### config.mk
export PLATFORM = sky130hd
export DESIGN_NAME = uart_tx_arbiter
export DESIGN_NICKNAME = d
export VERILOG_FILES = /design/src/rtl/uart_link_pkg.sv /design/src/rtl/rr_priority_pick.sv /design/src/rtl/uart_tx_arbiter.sv
export SDC_FILE = /design/constraint.sdc
export NUM_CORES = 1
export LEC_CHECK = 0
export ABC_AREA = 1
export CAP_MARGIN = 20
export CORE_MARGIN = 5
export CORE_UTILIZATION = 35
export CTS_CLUSTER_DIAMETER = 60
export DETAILED_ROUTE_END_ITERATION = 8
export PLACE_DENSITY = 0.65
export SYNTH_ARGS = -nofsm -noshare
export SYNTH_HDL_FRONTEND = slang
export SYNTH_SLANG_ARGS = --single-unit
### constraint.sdc
create_clock -name clk -period 3.3 [get_ports clk]
set_input_delay 0.495 -clock clk [delete_from_list [all_inputs] [get_ports clk]]
set_output_delay 0.495 -clock clk [all_outputs]
set_load 0.005 [all_outputs]
### src/rtl/uart_link_pkg.sv
// Shared types and helpers for the UART link arbitration and scheduling blocks.
package uart_link_pkg;

    typedef enum logic [1:0] {
        IDLE,
        HEADER,
        DATA
    } arb_state_t;

    localparam logic [7:0] HEADER_BASE_DEFAULT = 8'hA0;

    // Header byte identifying the granted source; the caller truncates to its byte width.
    function automatic logic [31:0] header_byte(input logic [31:0] base, input logic [31:0] idx);
        return base + idx;
    endfunction

endpackage

### src/rtl/rr_priority_pick.sv
// Round-robin priority pick: first asserted request at or above ptr, wrapping.
// Latency: combinational, zero cycles.
// Backpressure: none; the caller decides when the pick is consumed.
module rr_priority_pick #(
    parameter int N     = 4,
    parameter int PTR_W = $clog2(N)
) (
    input  logic [N-1:0]     req,
    input  logic [PTR_W-1:0] ptr,
    output logic [N-1:0]     winner,
    output logic             found
);

    logic [PTR_W-1:0] idx;

    always_comb begin
        winner = '0;
        found  = 1'b0;
        idx    = '0;
        for (int i = 0; i < N; i++) begin
            idx = PTR_W'((int'(ptr) + i) % N);
            if (!found && req[idx]) begin
                winner[idx] = 1'b1;
                found       = 1'b1;
            end
        end
    end

endmodule

### src/rtl/uart_tx_arbiter.sv
// Shares one uart_tx between NUM_REQ byte streams, round-robin per packet, optional source header.
// Latency: one arbitration cycle in IDLE, then header and data pass straight through to tx.
// Backpressure: tx_ready feeds the granted req_ready combinationally; ena=0 freezes everything.
module uart_tx_arbiter
    import uart_link_pkg::*;
#(
    parameter int                    NUM_REQ     = 4,
    parameter int                    DATA_WIDTH  = 8,
    parameter int                    MAX_BURST   = 16,
    parameter int                    HEADER_EN   = 1,
    parameter logic [DATA_WIDTH-1:0] HEADER_BASE = DATA_WIDTH'(HEADER_BASE_DEFAULT)
) (
    input  logic                            clk,
    input  logic                            reset_n,
    input  logic                            ena,
    input  logic [NUM_REQ-1:0]              req_valid,
    input  logic [NUM_REQ*DATA_WIDTH-1:0]   req_data,
    input  logic [NUM_REQ-1:0]              req_last,
    output logic [NUM_REQ-1:0]              req_ready,
    output logic [DATA_WIDTH-1:0]           tx_data,
    output logic                            tx_valid,
    input  logic                            tx_ready,
    output logic [NUM_REQ-1:0]              grant,
    output logic                            busy
);

    localparam int               IDX_W     = $clog2(NUM_REQ);
    localparam int               CNT_W     = (MAX_BURST > 1) ? $clog2(MAX_BURST) : 1;
    localparam logic [CNT_W-1:0] LAST_BEAT = CNT_W'(MAX_BURST - 1);
    localparam logic [IDX_W-1:0] LAST_IDX  = IDX_W'(NUM_REQ - 1);

    arb_state_t             state;
    logic [IDX_W-1:0]       gnt_idx;
    logic [IDX_W-1:0]       rr_ptr;
    logic [IDX_W-1:0]       win_idx;
    logic [CNT_W-1:0]       beat_cnt;
    logic [NUM_REQ-1:0]     winner;
    logic                   found;
    logic                   g_valid;
    logic                   g_last;
    logic                   accept;
    logic [DATA_WIDTH-1:0]  g_data;
    logic [DATA_WIDTH-1:0]  hdr_byte;

    rr_priority_pick #(
        .N (NUM_REQ)
    ) u_pick (
        .req    (req_valid),
        .ptr    (rr_ptr),
        .winner (winner),
        .found  (found)
    );

    always_comb begin
        win_idx = '0;
        for (int i = 0; i < NUM_REQ; i++) begin
            if (winner[i]) win_idx = IDX_W'(i);
        end
    end

    assign g_valid  = req_valid[gnt_idx];
    assign g_last   = req_last[gnt_idx];
    assign g_data   = req_data[gnt_idx*DATA_WIDTH +: DATA_WIDTH];
    assign hdr_byte = DATA_WIDTH'(header_byte(32'(HEADER_BASE), 32'(gnt_idx)));
    assign accept   = ena && (state == DATA) && g_valid && tx_ready;
    assign busy     = (state != IDLE);

    always_comb begin
        tx_valid  = 1'b0;
        tx_data   = '0;
        req_ready = '0;
        case (state)
            HEADER: begin
                tx_valid = ena;
                tx_data  = hdr_byte;
            end
            DATA: begin
                tx_valid  = ena && g_valid;
                tx_data   = g_data;
                req_ready = (ena && tx_ready) ? grant : '0;
            end
            default: ;
        endcase
    end

    always_ff @(posedge clk or negedge reset_n) begin
        if (!reset_n) begin
            state    <= IDLE;
            grant    <= '0;
            gnt_idx  <= '0;
            rr_ptr   <= '0;
            beat_cnt <= '0;
        end else if (ena) begin
            case (state)
                IDLE: begin
                    if (found) begin
                        grant    <= winner;
                        gnt_idx  <= win_idx;
                        beat_cnt <= '0;
                        state    <= (HEADER_EN != 0) ? HEADER : DATA;
                    end
                end
                HEADER: begin
                    if (tx_ready) state <= DATA;
                end
                DATA: begin
                    if (accept) begin
                        // Packet end or burst cap both hand the link to the next requester.
                        if (g_last || beat_cnt == LAST_BEAT) begin
                            state    <= IDLE;
                            grant    <= '0;
                            beat_cnt <= '0;
                            rr_ptr   <= (gnt_idx == LAST_IDX) ? '0 : gnt_idx + 1'b1;
                        end else begin
                            beat_cnt <= beat_cnt + 1'b1;
                        end
                    end
                end
                default: state <= IDLE;
            endcase
        end
    end

endmodule
==> results.sh, run 1 <==
export IMPL_post_cts_buffers=0
export IMPL_synth_seq_area_share=0.202
export IMPL_synth_top_area_share=0.203
export IMPL_num_io_pins=62
export IMPL_cts_buffers=3
export IMPL_ys_ff_latch=14
export IMPL_setup_ws_ps=466
export IMPL_p_leak_uw=0.00115
export IMPL_finalSetupViolCount=0
export IMPL_post_cts_resized=0
export IMPL_tightestPinTransition_ps=657
export IMPL_path_clk_slew_ps=60
export IMPL_syn_inst=290
export IMPL_via_per_inst=4.81
export IMPL_synth_area_per_cell_um2=5.98
export IMPL_grt_pass1_wl_um=8870
export IMPL_synth_edf_count=0
export IMPL_place_area_mm2=0.00241
export IMPL_grt_max_degree=22
export IMPL_grt_pass1_vias=1942
export IMPL_cp_arrival_ps=2340
export IMPL_final_hold_violation_count=0
export IMPL_postCtsHoldBufs=0
export IMPL_grt_antenna_before_repair=0
export IMPL_clock_sinks=14
export IMPL_insertedDiodeCount=0
export IMPL_cts_tree="built"
export IMPL_crit_type="register to primary output"
export IMPL_dr_pass1_iters=4
export IMPL_fin_skew_ps=5.08
export IMPL_final_nets=407
export IMPL_clkPwrFrac=0.086
export IMPL_combPwrFrac=0.735
export IMPL_preCtsSetupSlack_ps=624
export IMPL_status="complete, no violations"
export IMPL_maxCapViolCount=0
export IMPL_period_share=0.859
export IMPL_tns_ps=0
export IMPL_worstPathRequired_ps=2800
export IMPL_grt_use_total=0.170
export IMPL_critical_path_max_fanout=16
export IMPL_switchingPower_uw=1050
export IMPL_min_path_type="register to register"
export IMPL_finalPower_uw=1940
export IMPL_nFillCells=525
export IMPL_rsz0062_at_grt="false"
export IMPL_synth_top_area_cell="nand2_1"
export IMPL_die_y_um=80.4
export IMPL_drt_iter0_drc=84
export IMPL_internal_power_uw=890
export IMPL_synth_fp_nets=346
export IMPL_power_density_mw_per_mm2=789
export IMPL_drive_gt1_frac=0.0829
export IMPL_ys_flop_type="dfrtp_1"
export IMPL_cp_end_kind="primary output"
export IMPL_wire_per_inst_um=12.8
export IMPL_startpoint_type="register"
export IMPL_num_vias=2007
export IMPL_clock_latency_ps=250
export IMPL_fin_area_mm2=0.00246
export IMPL_period_needed_ps=2830
export IMPL_post_route_util=0.518
export IMPL_syn_area_mm2=0.00173
export IMPL_dp_hpwl_um=4280
export IMPL_worst_ir_drop_vdd_mv=0.370
export IMPL_portBuffers=61
export IMPL_relSlewSlack=0.560
export IMPL_seq_area_um2=350
export IMPL_drt_total_wl_um=5360
export IMPL_cts_root_buf="clkbuf_8"
export IMPL_ys_warn_count=0
export IMPL_htree_levels=1
export IMPL_area_growth_syn_to_layout_pct=41.9
export IMPL_power_frac_seq=0.179
export IMPL_synth_area_leaders="nand2_1, dfrtp_1, nor2_1, ha_1, nand3_1"
export IMPL_start_util=0.365
export IMPL_drv_slew=0
export IMPL_dieWidth_um=80.4
export IMPL_grt_overflow=0
export IMPL_dieArea_mm2=0.00646
export IMPL_multi_input_comb_area_mm2=0.00126
export IMPL_switching_share=0.542
export IMPL_rows=25
export IMPL_async_flop_share=1.00
export IMPL_final_antenna_net_count=0
export IMPL_drc=0
export IMPL_coreArea_mm2=0.00475
export IMPL_fmax_mhz=353
export IMPL_gp_congestion=0.808
export IMPL_ctsLongestPathBuffers=2
export IMPL_synth_distinct_cells=26
## kinds of logic (layout without fill, tap and decap cells)
logic type               after synthesis  count (layout)  synth area share
AND/OR/NAND/NOR                      193             193             0.515
flip-flops                            14              14             0.202
AO/OA/AOI/OAI                         38              38             0.115
XOR/XNOR                               2               2            0.0101
buffers and inverters                 31              91            0.0714
adder cells (fa/ha/maj)               12              12            0.0866
## critical path: stages (launching register included)
cell and delay, ps:
dfrtp_1 400, inv_1 90, ha_1 530, nand2_1 270
nor2_2 200, nand2_1 60, nand2_1 60, clkdlybuf4s50_1 490
## per-layer routing
layer  routed length, um  part of all wire  GRT usage  vias to the layer above
met5                   0                 0          0                        -
met4                  17            0.0032     0.0203                        0
met3                 410             0.077     0.0314                        2
met2                2400              0.45      0.299                       63
met1                2520              0.47      0.222                      891
li1                    -                 -          -                     1051
## Yosys cell counts (4+ instances only)
master and count:
ha_1 12, nor2_1 48, dfrtp_1 14, inv_2 4
clkbuf_1 4, o22ai_1 4, inv_1 21, nand2_1 94
nand3_1 28, o21ai_0 19, nand2_2 6, o21ai_1 4
a21oi_1 10
## power groups by stage
stage / sequential [uW] / clock (uW) / combinational [uW]
floorplan: 301 / 0 / 1040
global placement: 352 / 0 / 1420
detailed placement: 353 / 0 / 1440
CTS: 351 / 170 / 1440
global route: 367 / 177 / 1630
finish: 348 / 167 / 1430
## sequential cells by signal (all words and copies together), names as in the netlist
name      cells
state         2
beat_cnt      4
rr_ptr        2
grant         4
gnt_idx       2
## cells in the final DEF (no fill, tap or decap)
master / n
inv_1: 21
nand3_2: 2
dfrtp_1: 14
o21ai_1: 4
nor2_2: 3
buf_4: 1
nand2_1: 94
nand2_4: 3
nand3_1: 28
o21ai_0: 19
nor2_1: 48
o21ai_2: 1
clkbuf_8: 4
nand4_1: 2
xnor2_1: 1
o22ai_1: 4
nand3_4: 3
xor2_1: 1
nand2_2: 6
inv_2: 4
a21oi_1: 10
nor3_1: 1
nor2_8: 1
clkdlybuf4s50_1: 61
nor3b_1: 1
ha_1: 12
nand4_2: 1
## path summary, 6_finish.rpt
path | endpoint | from | cells past startpoint | slack (ps)
worst max-delay path | tx_valid | state[0] | 7 | 470
worst min-delay path | grant[3] | grant[3] | 2 | 510
worst max register to register | beat_cnt[3] | rr_ptr[1] | 12 | 1040
worst min register to register | grant[3] | grant[3] | 2 | 510
max in group asynchronous | grant[3] | reset_n | 1 | 2230
min in group asynchronous | state[1] | reset_n | 1 | 650
## area by class of cell
class	instances	area share
tap	67	0.0341
inverter	25	0.0381
clock buffer	4	0.0224
timing repair buffer	62	0.251
sequential	14	0.142
multi-input combinational	245	0.512
## metrics by stage
stage | cells | hold slack, ps
floorplan | 290 | 199
global placement | 413 | 500
detailed placement | 413 | 498
CTS | 417 | 515
global route | 417 | 562
finish | 417 | 508
(Power assumes the default switching activity.)
==> run 2: changes to the inputs <==
--- a/config.mk
+++ b/config.mk
@@ -6,12 +6,12 @@
 export NUM_CORES = 1
 export LEC_CHECK = 0
 export ABC_AREA = 1
-export CAP_MARGIN = 20
+export CAP_MARGIN = 0
 export CORE_MARGIN = 5
-export CORE_UTILIZATION = 35
+export CORE_UTILIZATION = 40
 export CTS_CLUSTER_DIAMETER = 60
 export DETAILED_ROUTE_END_ITERATION = 8
-export PLACE_DENSITY = 0.65
+export PLACE_DENSITY = 0.73
 export SYNTH_ARGS = -nofsm -noshare
 export SYNTH_HDL_FRONTEND = slang
 export SYNTH_SLANG_ARGS = --single-unit
==> run 2 against run 1 <==
Effect of this change:
- clock power up 2%
- via count about the same
- utilization up 5.1 points
- combinational power about the same
- non-clock buffer count unchanged
- first-iteration DRC count down 20%
- routed wire length down 2.4%
- sequential share of layout area up 0.11 points
- flip-flop and latch count unchanged
- critical path depth unchanged
- critical path type unchanged
- critical endpoint unchanged
- largest cell class unchanged
==> results.sh, run 2 (same netlist as run 1, synthesis figures left out) <==
export IMPL_status="complete, no violations"
export IMPL_dieArea_mm2=0.00575
export IMPL_relSlewSlack=0.561
export IMPL_drc=0
export IMPL_reg2reg_to="beat_cnt[0]"
export IMPL_nFillCells=445
export IMPL_start_util=0.404
export IMPL_grt_overflow=0
export IMPL_die_y_um=75.8
export IMPL_hold_slack_ps=514
export IMPL_crit_chain="inv_1, ha_1, nand2_1, nor2_2, nand2_1, nand2_1, clkdlybuf4s50_1"
export IMPL_grt_pass1_wl_um=8380
export IMPL_gp_congestion=0.840
export IMPL_tns_ps=0
export IMPL_final_antenna_net_count=0
export IMPL_maxCapViolCount=0
export IMPL_final_nets=407
export IMPL_num_vias=2005
export IMPL_drv_slew=0
export IMPL_worst_ir_drop_vdd_mv=0.325
export IMPL_drt_total_wl_um=5230
export IMPL_clock_sinks=14
export IMPL_area_growth_syn_to_layout_pct=40.8
export IMPL_multi_input_comb_area_mm2=0.00126
export IMPL_rows=24
export IMPL_final_common_cell="nand2_1"
export IMPL_critical_path_max_fanout=16
export IMPL_most_common_layout_cells="nand2_1, clkdlybuf4s50_1, nor2_1, nand3_1, inv_1"
export IMPL_rsz0062_at_grt="false"
export IMPL_final_hold_violation_count=0
export IMPL_postCtsHoldBufs=0
export IMPL_dieWidth_um=75.8
export IMPL_ctsLongestPathBuffers=2
export IMPL_htree_levels=1
export IMPL_clkPwrFrac=0.088
export IMPL_portBuffers=61
export IMPL_p_leak_uw=0.00115
export IMPL_critPathSlowestCell="clkdlybuf4s50_1"
export IMPL_period_share=0.866
export IMPL_finalPower_uw=1950
export IMPL_via_per_inst=4.99
export IMPL_fmax_mhz=350
export IMPL_holdPathEnd="grant[2]"
export IMPL_drt_iter0_drc=67
export IMPL_coreArea_mm2=0.00429
export IMPL_worstPathRequired_ps=2800
export IMPL_post_cts_resized=0
export IMPL_power_frac_seq=0.181
export IMPL_regToRegStartpoint="rr_ptr[1]"
export IMPL_internal_power_uw=890
export IMPL_grt_pass1_vias=1889
export IMPL_critical_path_max_stage_delay_ps=520
export IMPL_cts_tree="built"
export IMPL_min_from="grant[2]"
export IMPL_stdcell_count=402
export IMPL_clock_latency_ps=250
export IMPL_combPwrFrac=0.731
export IMPL_grt_use_total=0.184
export IMPL_post_cts_buffers=0
export IMPL_crit_type="register to primary output"
export IMPL_path_clk_slew_ps=60
export IMPL_switchingPower_uw=1060
export IMPL_post_route_util=0.569
export IMPL_insertedDiodeCount=0
export IMPL_cts_buffers=3
export IMPL_startpoint_type="register"
export IMPL_period_needed_ps=2860
export IMPL_cts_root_buf="clkbuf_8"
export IMPL_fin_skew_ps=0.537
export IMPL_drive_gt1_frac=0.0829
export IMPL_cp_end_kind="primary output"
export IMPL_grt_max_degree=22
export IMPL_cp_arrival_ps=2360
export IMPL_dr_pass1_iters=4
export IMPL_cpMostUsedCell="nand2_1"
export IMPL_wire_per_inst_um=13.0
export IMPL_rr_worst_depth=12
export IMPL_power_density_mw_per_mm2=797
export IMPL_dpl_cell_count=398
export IMPL_seq_area_um2=350
export IMPL_min_path_cells=2
export IMPL_reg_top3="beat_cnt (4), grant (4)"
export IMPL_r2r_slack_ps=1010
export IMPL_tightestPinTransition_ps=657
export IMPL_switching_share=0.543
export IMPL_finalSetupViolCount=0
export IMPL_min_path_type="register to register"
export IMPL_num_io_pins=62
export IMPL_grt_antenna_before_repair=0
export IMPL_dp_hpwl_um=4020
[run 2: cell counts in the layout (fill, tap and decap cells not counted)]
Identical to the previous run, type by type.
[run 2: area by class of cell]
| type | instances | area share |
|---|---|---|
| repair buffers | 62 | 0.253 |
| inverters | 25 | 0.0384 |
| multi-input cells | 245 | 0.516 |
| well taps | 52 | 0.0266 |
| clock buffers | 4 | 0.0225 |
| flip-flops and latches | 14 | 0.143 |
[run 2: through the flow]
stage	instance area, um2	setup WS (ps)
after floorplan	1730	1370
after global placement	2390	599
after detailed placement	2390	537
after CTS	2440	422
after global routing	2440	193
final	2440	443
[run 2: power by group through the flow]
stage                     clock, uW  sequential, uW  combinational [uW]
after global routing            183             368                1630
after CTS                       176             352                1430
after floorplan                   0             301                1040
final                           171             352                1420
after detailed placement          0             352                1410
after global placement            0             352                1410
[run 2: worst max path at each step]
| stage | start | end | depth (start not counted) |
|---|---|---|---|
| 3_3_place_gp | ena | tx_valid | 6 |
| 6_report | state[0] | tx_valid | 7 |
| 5_1_grt | state[0] | tx_valid | 7 |
| 4_1_cts | state[0] | tx_valid | 7 |
| 2_1_floorplan | rr_ptr[1] | beat_cnt[3] | 12 |
| 3_5_place_dp | ena | tx_valid | 6 |
[run 2: metal layers]
layer	GRT usage	vias up	share of wire	wire length, um
li1	-	1057	-	-
met1	0.226	875	0.44	2280
met2	0.337	68	0.46	2390
met3	0.0290	5	0.10	524
met4	0.0350	0	0.0065	34
met5	0	-	0	0
[run 2: worst max-delay path: cells and delay by family (launching register included)]
kind	cells	cell delay, ps
flops	1	400
buf+inv	2	610
fa+ha+maj	1	500
simple gates	4	620
==> run 3: changes to the inputs <==
--- a/config.mk
+++ b/config.mk
@@ -5,13 +5,14 @@
 export SDC_FILE = /design/constraint.sdc
 export NUM_CORES = 1
 export LEC_CHECK = 0
-export ABC_AREA = 1
 export CAP_MARGIN = 0
+export CELL_PAD_IN_SITES_DETAIL_PLACEMENT = 0
+export CELL_PAD_IN_SITES_GLOBAL_PLACEMENT = 1
 export CORE_MARGIN = 5
-export CORE_UTILIZATION = 40
+export CORE_UTILIZATION = 35
 export CTS_CLUSTER_DIAMETER = 60
 export DETAILED_ROUTE_END_ITERATION = 8
-export PLACE_DENSITY = 0.73
+export PLACE_DENSITY = 0.86
 export SYNTH_ARGS = -nofsm -noshare
 export SYNTH_HDL_FRONTEND = slang
 export SYNTH_SLANG_ARGS = --single-unit
==> run 3 against run 2 <==
Effect of this change:
- sequential share of layout area grew 0.77 points
- critical path depth decreased by 2
- die area is 4.2% higher
- critical endpoint unchanged
- first-iteration DRC count grew 40%
- sequential power decreased by 19%
- highest routed layer unchanged
- cell area decreased by 5.1%
- combinational power fell by 21%
- register-to-register slack got worse by 230 ps
- total power decreased by 19%
==> results.sh, run 3 <==
export IMPL_status="complete, no violations"
export IMPL_gp_congestion=0.810
export IMPL_synth_commonest_cells="dfrtp_1, ha_1, nor2_1"
export IMPL_grt_pass1_wl_um=7000
export IMPL_dieWidth_um=77.4
export IMPL_drive_gt1_frac=0.161
export IMPL_path_clk_slew_ps=60
export IMPL_fin_skew_ps=1.51
export IMPL_wire_per_inst_um=15.2
export IMPL_tns_ps=0
export IMPL_reg_top3="beat_cnt (4), grant (4)"
export IMPL_final_common_cell="clkdlybuf4s50_1"
export IMPL_place_area_mm2=0.00226
export IMPL_final_antenna_net_count=0
export IMPL_synth_top_area_cell="dfrtp_1"
export IMPL_grt_max_degree=16
export IMPL_ys_ff_latch=14
export IMPL_maxCapViolCount=0
export IMPL_clock_sinks=14
export IMPL_post_route_util=0.529
export IMPL_grt_overflow=0
export IMPL_portBuffers=61
export IMPL_drv_slew=0
export IMPL_cp_arrival_ps=2350
export IMPL_drt_total_wl_um=4190
export IMPL_cts_root_buf="clkbuf_8"
export IMPL_power_density_mw_per_mm2=681
export IMPL_coreArea_mm2=0.00438
export IMPL_finalSetupViolCount=0
export IMPL_synth_top_area_share=0.220
export IMPL_preCtsSetupSlack_ps=465
export IMPL_synth_edf_count=0
export IMPL_grt_pass1_vias=1548
export IMPL_period_needed_ps=2840
export IMPL_post_cts_resized=0
export IMPL_stdcell_count=276
export IMPL_dpl_cell_count=272
export IMPL_num_io_pins=62
export IMPL_critical_path_max_fanout=7
export IMPL_die_y_um=77.4
export IMPL_fmax_mhz=352
export IMPL_drc=0
export IMPL_ys_warn_count=0
export IMPL_synth_distinct_cells=45
export IMPL_synth_most_common_cell="dfrtp_1"
export IMPL_most_common_layout_cells="clkdlybuf4s50_1, dfrtp_1, nor2_1, ha_1, nand2_1"
export IMPL_start_util=0.363
export IMPL_dieArea_mm2=0.00600
export IMPL_cts_tree="built"
export IMPL_syn_area_mm2=0.00159
export IMPL_postCtsHoldBufs=0
export IMPL_syn_inst=159
export IMPL_period_share=0.861
export IMPL_cp_end_kind="primary output"
export IMPL_crit_type="primary input to primary output"
export IMPL_htree_levels=1
export IMPL_grt_antenna_before_repair=0
export IMPL_p_leak_uw=0.000942
export IMPL_insertedDiodeCount=0
export IMPL_rsz0062_at_grt="false"
export IMPL_synth_fp_nets=215
export IMPL_synth_seq_area_share=0.220
export IMPL_ys_flop_type="dfrtp_1"
export IMPL_cts_buffers=3
export IMPL_worst_ir_drop_vdd_mv=0.291
export IMPL_synth_area_per_cell_um2=10.0
export IMPL_clock_latency_ps=250
export IMPL_worstPathRequired_ps=2800
export IMPL_fin_area_mm2=0.00232
export IMPL_final_hold_violation_count=0
export IMPL_via_per_inst=5.45
export IMPL_min_path_type="register to register"
export IMPL_setup_ws_ps=459
export IMPL_relSlewSlack=0.584
export IMPL_drt_iter0_drc=94
export IMPL_final_nets=281
export IMPL_nFillCells=404
export IMPL_dp_hpwl_um=3440
export IMPL_rows=24
export IMPL_dr_pass1_iters=4
export IMPL_synth_area_leaders="dfrtp_1, mux4_2, ha_1, mux2i_4, and3_1"
export IMPL_post_cts_buffers=0
export IMPL_ctsLongestPathBuffers=2
export IMPL_startpoint_type="primary input"
export IMPL_num_vias=1505
export IMPL_tightestPinTransition_ps=621
export IMPL_area_growth_syn_to_layout_pct=45.7
export IMPL_grt_use_total=0.142
export IMPL_async_flop_share=1.00
run 3: cell types whose count changed in the layout (fill, tap and decap cells not counted), moves of 5 or more:
cell,before,now
nand2_1,94,11
mux4_2,0,10
nor2_1,48,12
mux2_2,0,5
inv_1,21,7
nand3_1,28,2
and3_1,0,9
o21ai_0,19,4
buf_4,1,6
nand2_2,6,0
run 3: critical path, stage by stage:
cell	delay [ps]
clkdlybuf4s50_1	560
mux4_2	590
a21oi_1	170
nor2_1	70
clkdlybuf4s50_1	460
run 3: kinds of logic after synthesis:
group	after synthesis	share of synthesized area
adders and majority gates	12	0.0943
DFF	14	0.220
buffers and inverters	13	0.0472
AOI/OAI and AO/OA	36	0.170
muxes	22	0.248
xor gates and xnor gates	2	0.0110
and+or+nand+nor	60	0.210
run 3: worst paths after layout:
| check | start | to | slack (ps) | depth (start not counted) |
|---|---|---|---|---|
| worst max-delay path | req_valid[2] | tx_valid | 460 | 5 |
| worst min-delay path | grant[2] | grant[2] | 500 | 2 |
| worst max register to register | rr_ptr[1] | gnt_idx[0] | 780 | 7 |
| worst min register to register | grant[2] | grant[2] | 500 | 2 |
| max in group asynchronous | reset_n | beat_cnt[0] | 2260 | 1 |
| min in group asynchronous | reset_n | gnt_idx[1] | 630 | 1 |
run 3: metal layers:
metal / GRT usage / routed length (um) / up-vias
met5: 0 / 0 / -
met3: 0.0440 / 428 / 5
met1: 0.171 / 1790 / 709
li1: - / - / 730
met4: 0.0584 / 49 / 0
met2: 0.236 / 1920 / 61
run 3: cell type report:
type / instances / area (um2) / share of cell area
Multi-Input combinational cell: 132 / 1170 / 0.503
Timing Repair Buffer: 67 / 656 / 0.283
Clock buffer: 4 / 55.1 / 0.0237
Inverter: 7 / 26.3 / 0.0113
Tap cell: 52 / 65.1 / 0.0281
Sequential cell: 14 / 350 / 0.151
run 3: per-stage QoR:
step / total power, uW / hold slack (ps)
after floorplan: 1050 / 199
after global placement: 1400 / 485
after detailed placement: 1420 / 498
after CTS: 1600 / 513
after global routing: 1720 / 536
final: 1580 / 504
run 3: power by group:
group / leakage [uW] / switching (uW) / internal, uW / total [uW]
clock network: 0.0000288 / 63.6 / 106 / 169
logic: 0.000733 / 541 / 583 / 1120
registers: 0.000181 / 56.1 / 229 / 285
total: 0.000942 / 661 / 917 / 1580
